**src/rtl/uart_pkg.sv**
```systemverilog
// Shared UART definitions: receiver FSM encoding, 8N1 frame
// constants and baud timing helpers (also used by the transmitter).
package uart_pkg;

    typedef enum logic [2:0] {
        S_IDLE,
        S_START,
        S_DATA,
        S_STOP,
        S_WAIT_IDLE
    } uart_state_e;

    localparam int   DATA_BITS   = 8;
    localparam logic START_LEVEL = 1'b0;
    localparam logic STOP_LEVEL  = 1'b1;
    localparam logic IDLE_LEVEL  = 1'b1;

    // Clock cycles per bit period.
    function automatic int symbol_edge_time(
        input int clock_freq,
        input int baud_rate
    );
        return clock_freq / baud_rate;
    endfunction

    // Cycles from a bit edge to its centre.
    function automatic int sample_time(
        input int clock_freq,
        input int baud_rate
    );
        return symbol_edge_time(clock_freq, baud_rate) / 2;
    endfunction

endpackage

```
**src/rtl/uart_receiver_if.sv**
```systemverilog
// Ready/valid byte channel out of the UART receiver.
// Ports: data_out, data_out_valid (producer), data_out_ready (consumer).
interface uart_receiver_if;

    logic [7:0] data_out;
    logic       data_out_valid;
    logic       data_out_ready;

    modport master (
        output data_out,
        output data_out_valid,
        input  data_out_ready
    );

    modport slave (
        input  data_out,
        input  data_out_valid,
        output data_out_ready
    );

endinterface

```
**src/rtl/sync_2ff.sv**
```systemverilog
// Two-flop synchronizer for an asynchronous single-bit input.
// Ports: clk, reset_n (sync, active low), i_d (async in), o_q (synced out).
module sync_2ff #(
    parameter logic RESET_VALUE = 1'b1
) (
    input  logic clk,
    input  logic reset_n,
    input  logic i_d,
    output logic o_q
);

    logic r_meta;
    logic r_sync;

    always_ff @(posedge clk) begin
        if (!reset_n) begin
            r_meta <= RESET_VALUE;
            r_sync <= RESET_VALUE;
        end else begin
            r_meta <= i_d;
            r_sync <= r_meta;
        end
    end

    assign o_q = r_sync;

endmodule

```
**src/rtl/uart_receiver.sv**
```systemverilog
// 8N1 UART receiver: oversampled RX line to a one-byte ready/valid buffer.
// Ports: clk, reset_n (sync, active low), serial_in (async RX line),
//        rx_if (data_out/valid/ready), framing_error, overrun (1-cycle pulses).
module uart_receiver
    import uart_pkg::*;
#(
    parameter int CLOCK_FREQ = 125_000_000,
    parameter int BAUD_RATE  = 115_200
) (
    input  logic            clk,
    input  logic            reset_n,
    input  logic            serial_in,
    uart_receiver_if.master rx_if,
    output logic            framing_error,
    output logic            overrun
);

    localparam int SYMBOL_EDGE_TIME =
        symbol_edge_time(CLOCK_FREQ, BAUD_RATE);
    localparam int SAMPLE_TIME =
        sample_time(CLOCK_FREQ, BAUD_RATE);
    localparam int CW = $clog2(SYMBOL_EDGE_TIME);

    localparam logic [CW-1:0] SAMPLE_LAST = CW'(SAMPLE_TIME - 1);
    localparam logic [CW-1:0] SYMBOL_LAST = CW'(SYMBOL_EDGE_TIME - 1);
    localparam logic [2:0]    IDX_LAST    = 3'(DATA_BITS - 1);

    logic        w_rx_s;

    uart_state_e r_state;
    uart_state_e w_state_next;
    logic [CW-1:0] r_cnt;
    logic [CW-1:0] w_cnt_next;
    logic [2:0]  r_idx;
    logic [2:0]  w_idx_next;
    logic [7:0]  r_shift;
    logic [7:0]  w_shift_next;
    logic        w_deliver;
    logic        w_ferr_next;

    logic [7:0]  r_data;
    logic        r_valid;
    logic        r_ferr;
    logic        r_ovr;

    sync_2ff #(
        .RESET_VALUE(1'b1)
    ) u_sync (
        .clk    (clk),
        .reset_n(reset_n),
        .i_d    (serial_in),
        .o_q    (w_rx_s)
    );

    // Start check lands mid start bit; every later sample is one full
    // bit period on, so all data/stop samples sit near bit centres.
    always_comb begin
        w_state_next = r_state;
        w_cnt_next   = r_cnt;
        w_idx_next   = r_idx;
        w_shift_next = r_shift;
        w_deliver    = 1'b0;
        w_ferr_next  = 1'b0;
        unique case (r_state)
            S_IDLE: begin
                if (w_rx_s == START_LEVEL) begin
                    w_cnt_next   = '0;
                    w_state_next = S_START;
                end
            end
            S_START: begin
                if (r_cnt == SAMPLE_LAST) begin
                    if (w_rx_s != START_LEVEL) begin
                        w_state_next = S_IDLE;
                    end else begin
                        w_cnt_next   = '0;
                        w_idx_next   = '0;
                        w_state_next = S_DATA;
                    end
                end else begin
                    w_cnt_next = r_cnt + CW'(1);
                end
            end
            S_DATA: begin
                if (r_cnt == SYMBOL_LAST) begin
                    w_shift_next[r_idx] = w_rx_s;
                    w_cnt_next          = '0;
                    w_idx_next          = r_idx + 3'd1;
                    if (r_idx == IDX_LAST) begin
                        w_state_next = S_STOP;
                    end
                end else begin
                    w_cnt_next = r_cnt + CW'(1);
                end
            end
            S_STOP: begin
                if (r_cnt == SYMBOL_LAST) begin
                    w_cnt_next = '0;
                    if (w_rx_s == STOP_LEVEL) begin
                        w_deliver    = 1'b1;
                        w_state_next = S_IDLE;
                    end else begin
                        w_ferr_next  = 1'b1;
                        w_state_next = S_WAIT_IDLE;
                    end
                end else begin
                    w_cnt_next = r_cnt + CW'(1);
                end
            end
            S_WAIT_IDLE: begin
                // A held-low break must not look like a new start bit.
                if (w_rx_s == IDLE_LEVEL) begin
                    w_state_next = S_IDLE;
                end
            end
            default: begin
                w_state_next = S_IDLE;
            end
        endcase
    end

    always_ff @(posedge clk) begin
        if (!reset_n) begin
            r_state <= S_IDLE;
            r_cnt   <= '0;
            r_idx   <= '0;
            r_shift <= '0;
            r_data  <= '0;
            r_valid <= 1'b0;
            r_ferr  <= 1'b0;
            r_ovr   <= 1'b0;
        end else begin
            r_state <= w_state_next;
            r_cnt   <= w_cnt_next;
            r_idx   <= w_idx_next;
            r_shift <= w_shift_next;
            r_ferr  <= w_ferr_next;
            r_ovr   <= 1'b0;
            // A consumer taking the old byte this cycle frees the slot,
            // so a coincident delivery loads instead of overrunning.
            if (w_deliver) begin
                if (r_valid && !rx_if.data_out_ready) begin
                    r_ovr <= 1'b1;
                end else begin
                    r_data  <= r_shift;
                    r_valid <= 1'b1;
                end
            end else if (r_valid && rx_if.data_out_ready) begin
                r_valid <= 1'b0;
            end
        end
    end

    assign rx_if.data_out       = r_data;
    assign rx_if.data_out_valid = r_valid;
    assign framing_error        = r_ferr;
    assign overrun              = r_ovr;

endmodule

```
**src/flat_wrapper.sv**
```systemverilog
// flat-port wrapper written by rule: the top's interface ports become plain ports
module uart_receiver_flat import uart_pkg::*;
#(
    parameter int CLOCK_FREQ = 125_000_000,
    parameter int BAUD_RATE  = 115_200
)
  (clk, reset_n, serial_in, framing_error, overrun, rx_if_data_out, rx_if_data_out_valid, rx_if_data_out_ready);
  uart_receiver_if rx_if_i ();
  input  logic clk;
  input  logic reset_n;
  input  logic serial_in;
  output logic framing_error;
  output logic overrun;
  output wire logic [$bits(rx_if_i.data_out)-1:0] rx_if_data_out;
  output wire logic [$bits(rx_if_i.data_out_valid)-1:0] rx_if_data_out_valid;
  input wire logic [$bits(rx_if_i.data_out_ready)-1:0] rx_if_data_out_ready;
  assign rx_if_data_out = rx_if_i.data_out;
  assign rx_if_data_out_valid = rx_if_i.data_out_valid;
  assign rx_if_i.data_out_ready = rx_if_data_out_ready;
  uart_receiver #(.CLOCK_FREQ(CLOCK_FREQ), .BAUD_RATE(BAUD_RATE)) u_core (.clk(clk), .reset_n(reset_n), .serial_in(serial_in), .rx_if(rx_if_i), .framing_error(framing_error), .overrun(overrun));
endmodule
```
**config.mk**
```make
export PLATFORM = sky130hd
export DESIGN_NAME = uart_receiver_flat
export DESIGN_NICKNAME = d
export VERILOG_FILES = /design/src/rtl/uart_pkg.sv /design/src/rtl/uart_receiver_if.sv /design/src/rtl/sync_2ff.sv /design/src/rtl/uart_receiver.sv /design/src/flat_wrapper.sv
export SDC_FILE = /design/constraint.sdc
export NUM_CORES = 1
export LEC_CHECK = 0
export BUFFER_PORTS_ARGS = -buffer_cell sky130_fd_sc_hd__buf_2
export CAP_MARGIN = 20
export CORE_ASPECT_RATIO = 1.4
export CORE_MARGIN = 1
export CORE_UTILIZATION = 41
export DETAILED_ROUTE_END_ITERATION = 7
export HOLD_SLACK_MARGIN = 0.15
export REMOVE_ABC_BUFFERS = 1
export SLEW_MARGIN = 5
export SYNTH_ARGS = -nofsm -noshare
export SYNTH_HDL_FRONTEND = slang
export SYNTH_SLANG_ARGS = --single-unit
export TNS_END_PERCENT = 5
```
**constraint.sdc**
```tcl
create_clock -name clk -period 2.9 [get_ports clk]
set_input_delay 0 -clock clk [delete_from_list [all_inputs] [get_ports clk]]
set_output_delay 0 -clock clk [all_outputs]
set_load 0.005 [all_outputs]
```
==> results.json, run 1 <==
{
  "clockBufferDepth": 2,
  "clkPwrFrac_pct": 48.7,
  "gp_congestion": 0.871,
  "grt_pass1_vias": 1407,
  "hold_class": "flop to flop",
  "final-hold-violation-count": 0,
  "cp-start-kind": "flop",
  "stdcell_area_mm2": 0.00206,
  "rrSetupSlack_ns": 0.55,
  "ant_nets": 0,
  "dpl_cell_area_mm2": 0.00188,
  "cp.arrival_ns": 2.54,
  "placementRows": 28,
  "synth_seq_cells": 38,
  "hold_start": "u_core.u_sync.r_meta",
  "finClkSkew_ns": 0.00700,
  "setup_violations": 0,
  "p_switching_w": 0.000227,
  "fin_tns_setup_ns": 0,
  "slowest_delay_ns": 0.75,
  "path_cells": "inv_1, ha_1, nand4b_1, or4_1, or4_4, nand3_2, o21ai_2",
  "clockRootBuffer": "clkbuf_8",
  "fp.dieW_um": 57.8,
  "mostFrequentLayoutCell": "dfxtp_1",
  "synth_seq_area_share_pct": 42.6,
  "rr_endpoint": "u_core.r_shift[0]",
  "slew_violations": 0,
  "sw_frac_of_total_pct": 19.9,
  "area_delta_synth_final_pct": 15.3,
  "clkLatencyLatePin_ns": 0.29,
  "yosysUniqueCellTypes": 43,
  "drt_iter0_markers": 52,
  "layout_min_cycle_time_ns": 2.35,
  "synthFlopType": "dfxtp_1",
  "synth_edf_count": 0,
  "failed_checks": "design-rule violations",
  "crit_required_ns": 3.08,
  "antenna_cells": 0,
  "start_util_pct": 42.5,
  "die_y_um": 80.1,
  "total_power_w": 0.00114,
  "synth_fa_ha_area_share_pct": 3.50,
  "crit_type": "flop to flop",
  "grt_max_degree": 19,
  "synthMuxAreaShare_pct": 6.73,
  "avgSynthCellArea_um2": 8.93,
  "path_buf_inv": 1,
  "ys_async_sr_fraction_pct": 0,
  "io_buffers": 14,
  "peakVddDrop_mv": 0.258,
  "final_nets": 224,
  "synth-simple-area-share_pct": 23.4,
  "endpoint_kind": "flop",
  "overflow": 0,
  "path_delay_family": "simple AND/OR/NAND/NOR gates",
  "power.density_mw_per_mm2": 553,
  "cts_sinks": 38,
  "synth_top_family_by_area": "simple AND/OR/NAND/NOR gates",
  "r2r_start": "u_core.r_cnt[1]",
  "power_frac_seq_pct": 46.8,
  "status": "complete, but fails checks",
  "track_usage_pct": 17.5,
  "antenna_found_initial": 0,
  "timing.slew.headroom_pct": 42.3,
  "layout_common_cells": "dfxtp_1, nor2_1, nand2_1",
  "synthXorXnorAreaFrac_pct": 1.96,
  "n_fill_cell": 407,
  "leakage_nw": 0.816,
  "post_drt_wl_per_cell_um": 14.3,
  "vias": 1512,
  "power_frac_comb_pct": 4.5,
  "via_per_inst": 5.79,
  "post-cts-setup-buffer-count": 0,
  "synthCells": 200,
  "crit_slowest_cell": "or4_1",
  "cts_tree": "built",
  "hold_end": "u_core.u_sync.o_q",
  "path_max_fanout": 8,
  "h-tree-depth": 2,
  "finalCritPeriodShare_pct": 81.2,
  "cts.clk_slew.worst_paths_ns": 0.07,
  "hpwl_um": 2620,
  "synth_warnings": 0,
  "worst_r2r_path_depth": 7,
  "rsz0062_at_grt": "no",
  "maxCapViolations": 0,
  "drc": 1,
  "drive_gt1_share_pct": 13.9,
  "hold_depth": 1,
  "io_pins": 15,
  "max_freq_mhz": 425,
  "routed_wl_um": 3730,
  "synth-compound-area-share_pct": 17.5,
  "worstMarginPinSlew_ns": 0.866,
  "drtPass1Iterations": 8,
  "die_area_mm2": 0.00463,
  "syn_area_mm2": 0.00179,
  "grt_pass1_wl_um": 6180,
  "coreArea_mm2": 0.00420,
  "internal_power_w": 0.000912,
  "cts_made_buffers": 5
}
[state kept, by name, summed over array words and instances, names as in the netlist, 3 cells and up]
name,count
u_core.r_shift,8
u_core.r_idx,3
u_core.r_state,3
u_core.rx_if.data_out,8
u_core.r_cnt,11
[worst reg2reg max path: cells and delay by family, from the launching register on]
kind | cells | cell delay (ns)
buf+inv | 1 | 0.10
flops | 1 | 0.37
simple gates | 4 | 1.57
compound gates | 1 | 0.05
fa+ha+maj | 1 | 0.16
[synth_stat cells, types with 3 or more instances]
library cell / number / area [um2]
a21oi_1: 8 / 40.0
a22o_1: 3 / 26.3
a31oi_1: 6 / 37.5
buf_2: 5 / 25.0
clkbuf_1: 6 / 22.5
dfxtp_1: 38 / 761
ha_1: 5 / 62.6
inv_1: 4 / 15.0
mux2i_1: 12 / 120
nand2_1: 16 / 60.1
nand2b_1: 10 / 62.6
nand3_1: 8 / 40.0
nand4b_1: 3 / 26.3
nor2_1: 20 / 75.1
nor3_1: 4 / 20.0
o211ai_1: 3 / 22.5
o21ai_0: 3 / 15.0
o311ai_0: 4 / 35.0
o31ai_1: 5 / 37.5
o41ai_1: 5 / 43.8
xnor2_1: 3 / 26.3
[stage by stage]
stage	hold WS [ns]	setup WS [ns]	util, %	cells
2_1_floorplan	0.0730	0.814	-	187
3_3_place_gp	0.187	0.609	44.6	249
3_5_place_dp	0.187	0.563	44.6	249
4_1_cts	0.418	0.549	49.0	261
5_1_grt	0.420	0.406	49.0	261
6_report	0.412	0.546	49.0	261
[cell families after synthesis]
logic type	Yosys count
buffers and inverters	18
AOI/OAI and AO/OA	44
DFF	38
xor gates and xnor gates	4
and+or+nand+nor	79
adders and majority gates	5
muxes	12
[repair_timing]
| item | 4_1_cts | 5_1_grt |
|---|---|---|
| hold endpoints to repair | 4 | 0 |
| hold buffers | 4 | 0 |
| setup endpoints to repair | 0 | 0 |
| gates resized for setup | 0 | 0 |
[area by class of cell]
type                    count  area (um2)  area share, %
multi-input cells         144         948           46.1
repair buffers             21         133           6.44
inverters                   5        18.8          0.911
clock inverters             2        60.1           2.92
well taps                  45        56.3           2.73
flip-flops and latches     38         761           36.9
clock buffers               6        82.6           4.01
[worst max path at each step]
stage,to,startpoint,depth (start not counted),slack (ns)
after floorplan,u_core.r_shift[0],u_core.r_cnt[6],5,0.81
final,u_core.r_shift[0],u_core.r_cnt[1],7,0.55
after global routing,u_core.rx_if.data_out[4],u_core.r_cnt[1],7,0.41
after detailed placement,u_core.r_shift[0],u_core.r_cnt[1],7,0.56
after global placement,u_core.r_shift[0],u_core.r_cnt[1],7,0.61
after CTS,u_core.r_shift[0],u_core.r_cnt[1],7,0.55
[power by group through the flow]
stage / combinational [W] / sequential [W] / clock [W]
2_1_floorplan: 0.0000296 / 0.000543 / 0
3_3_place_gp: 0.0000462 / 0.000545 / 0
3_5_place_dp: 0.0000467 / 0.000545 / 0
4_1_cts: 0.0000514 / 0.000533 / 0.000567
5_1_grt: 0.0000564 / 0.000534 / 0.000586
6_report: 0.0000511 / 0.000533 / 0.000555
[layer usage]
| layer | GRT usage, % | vias up | share of wire, % |
|---|---|---|---|
| li1 | - | 762 | - |
| met1 | 18.5 | 704 | 41 |
| met2 | 32.2 | 40 | 53 |
| met3 | 4.83 | 6 | 3.9 |
| met4 | 6.90 | 0 | 1.6 |
| met5 | 0 | - | 0 |
Power figures use the tool's default switching activity.
==> inputs of run 2 (changes only) <==
==> constraint.sdc (replaced) <==
create_clock -name clk -period 2.3 [get_ports clk]
set_input_delay 0 -clock clk [delete_from_list [all_inputs] [get_ports clk]]
set_output_delay 0 -clock clk [all_outputs]
set_load 0.005 [all_outputs]
==> results.json, run 2 (synthesis gave the netlist of run 1 again) <==
{
  "status": "complete, but fails checks",
  "failed_checks": "design-rule violations",
  "die_area_mm2": 0.00463,
  "hold_start": "u_core.u_sync.r_meta",
  "hpwl_um": 2850,
  "timing.slew.headroom_pct": 64.6,
  "coreArea_mm2": 0.00420,
  "post_drt_wl_per_cell_um": 14.9,
  "path_buf_inv": 1,
  "slowest_delay_ns": 0.74,
  "h-tree-depth": 2,
  "path_delay_family": "simple AND/OR/NAND/NOR gates",
  "drc": 1,
  "peakVddDrop_mv": 0.344,
  "sw_frac_of_total_pct": 19.5,
  "worst_r2r_path_depth": 7,
  "seqCellArea_um2": 762,
  "vias": 1531,
  "dpl_cell_area_mm2": 0.00194,
  "cp-start-kind": "flop",
  "clkPwrFrac_pct": 48.2,
  "leakage_nw": 0.858,
  "max_freq_mhz": 451,
  "rsz0062_at_grt": "no",
  "slew_violations": 0,
  "final_nets": 232,
  "hold_depth": 1,
  "start_util_pct": 42.5,
  "dp_slack_ns": 0.0543,
  "placementRows": 28,
  "n_fill_cell": 414,
  "io_pins": 15,
  "hold_class": "flop to flop",
  "power_frac_seq_pct": 46.8,
  "r2r_start": "u_core.r_cnt[0]",
  "mostFrequentLayoutCell": "dfxtp_1",
  "ant_nets": 0,
  "io_buffers": 14,
  "grt_max_degree": 19,
  "clockRootBuffer": "clkbuf_8",
  "setup_ws_ns": 0.0805,
  "drive_gt1_share_pct": 18.8,
  "drt_iter0_markers": 48,
  "worstMarginPinSlew_ns": 0.526,
  "power_frac_comb_pct": 5.0,
  "final_util_pct": 51.0,
  "setup_violations": 0,
  "finalCritPeriodShare_pct": 96.5,
  "clkLatencyLatePin_ns": 0.29,
  "final-hold-violation-count": 0,
  "fin_tns_setup_ns": 0,
  "cp.arrival_ns": 2.40,
  "antenna_found_initial": 0,
  "cts_sinks": 38,
  "drtPass1Iterations": 6,
  "maxCapViolations": 0,
  "crit_required_ns": 2.48,
  "path_max_fanout": 8,
  "finClkSkew_ns": 0.00849,
  "p_switching_w": 0.000279,
  "layout_common_cells": "dfxtp_1, nor2_1, nand2_1",
  "multi_input_area_um2": 971,
  "track_usage_pct": 19.0,
  "largest_register": "u_core.r_cnt",
  "largest_register_ffs": 11,
  "gp_congestion": 0.902,
  "rrSetupSlack_ns": 0.08,
  "rr_endpoint": "u_core.r_shift[0]",
  "overflow": 0,
  "power.density_mw_per_mm2": 669,
  "cts.clk_slew.worst_paths_ns": 0.07,
  "via_per_inst": 5.69,
  "antenna_cells": 0,
  "crit_slowest_cell": "or4_1",
  "path_cells": "inv_1, ha_1, nand4b_1, or4_1, or4_4, nand3_2, o21ai_2",
  "post-cts-setup-buffer-count": 0,
  "clockBufferDepth": 2,
  "layout_min_cycle_time_ns": 2.22,
  "total_power_w": 0.00143,
  "grt_pass1_wl_um": 6730,
  "grt_pass1_vias": 1540,
  "die_y_um": 80.1,
  "hold_end": "u_core.u_sync.o_q",
  "internal_power_w": 0.00115,
  "crit_type": "flop to flop",
  "area_delta_synth_final_pct": 20.0,
  "cts_tree": "built",
  "endpoint_kind": "flop",
  "cts_made_buffers": 5,
  "fp.dieW_um": 57.8,
  "routed_wl_um": 4000,
  "stdcell_area_mm2": 0.00214
}
-- run 2: changes by cell type in the layout (fill, tap and decap cells not counted), sizes merged --
cell,previous run,this run
buf,17,25
-- run 2: per-stage QoR --
stage          std cells  hold WS [ns]
3_5_place_dp         257         0.189
3_3_place_gp         257         0.183
6_report             269         0.410
4_1_cts              269         0.415
2_1_floorplan        187        0.0730
5_1_grt              269         0.432
-- run 2: worst reg2reg max path: cells and delay by family (launching register included) --
| kind | cells | cell delay (ns) |
|---|---|---|
| fa+ha+maj | 1 | 0.14 |
| buf+inv | 1 | 0.06 |
| simple gates | 4 | 1.51 |
| compound gates | 1 | 0.05 |
| flops | 1 | 0.35 |
-- run 2: power by group through the flow --
stage	Clock (W)	Sequential, W	Combinational (W)
4_1_cts	0.000708	0.000670	0.0000688
3_5_place_dp	0	0.000686	0.0000636
6_report	0.000691	0.000671	0.0000717
2_1_floorplan	0	0.000685	0.0000373
3_3_place_gp	0	0.000685	0.0000628
5_1_grt	0.000740	0.000672	0.0000800
-- run 2: routing by layer --
metal / GRT usage (%) / vias to the layer above / part of all wire [%]
li1: - / 771 / -
met1: 18.8 / 728 / 40
met2: 37.3 / 26 / 56
met3: 4.03 / 6 / 2.6
met4: 7.62 / 0 / 1.7
met5: 0 / - / 0
-- run 2: final cells by class --
type	instances	area share [%]
timing repair buffer	29	8.99
clock inverter	2	2.80
sequential	38	35.6
tap	45	2.63
clock buffer	6	3.85
inverter	5	0.876
multi-input combinational	144	45.3
-- run 2: how the worst max path moves through the flow --
stage,end,depth (start not counted),startpoint,slack (ns)
after global placement,u_core.r_shift[0],7,u_core.r_cnt[0],0.12
after detailed placement,u_core.r_cnt[3],5,u_core.r_cnt[0],0.05
after floorplan,u_core.r_shift[0],5,u_core.r_cnt[6],0.21
after CTS,u_core.r_cnt[3],5,u_core.r_cnt[0],0.02
after global routing,u_core.r_state[0],6,u_core.r_cnt[6],0.01
final,u_core.r_shift[0],7,u_core.r_cnt[0],0.08
-- run 2: what timing repair did --
item,4_1_cts,5_1_grt
resized for setup,0,5
endpoints found under the setup margin,0,12
hold buffers,4,0
endpoints found under the hold margin,4,0
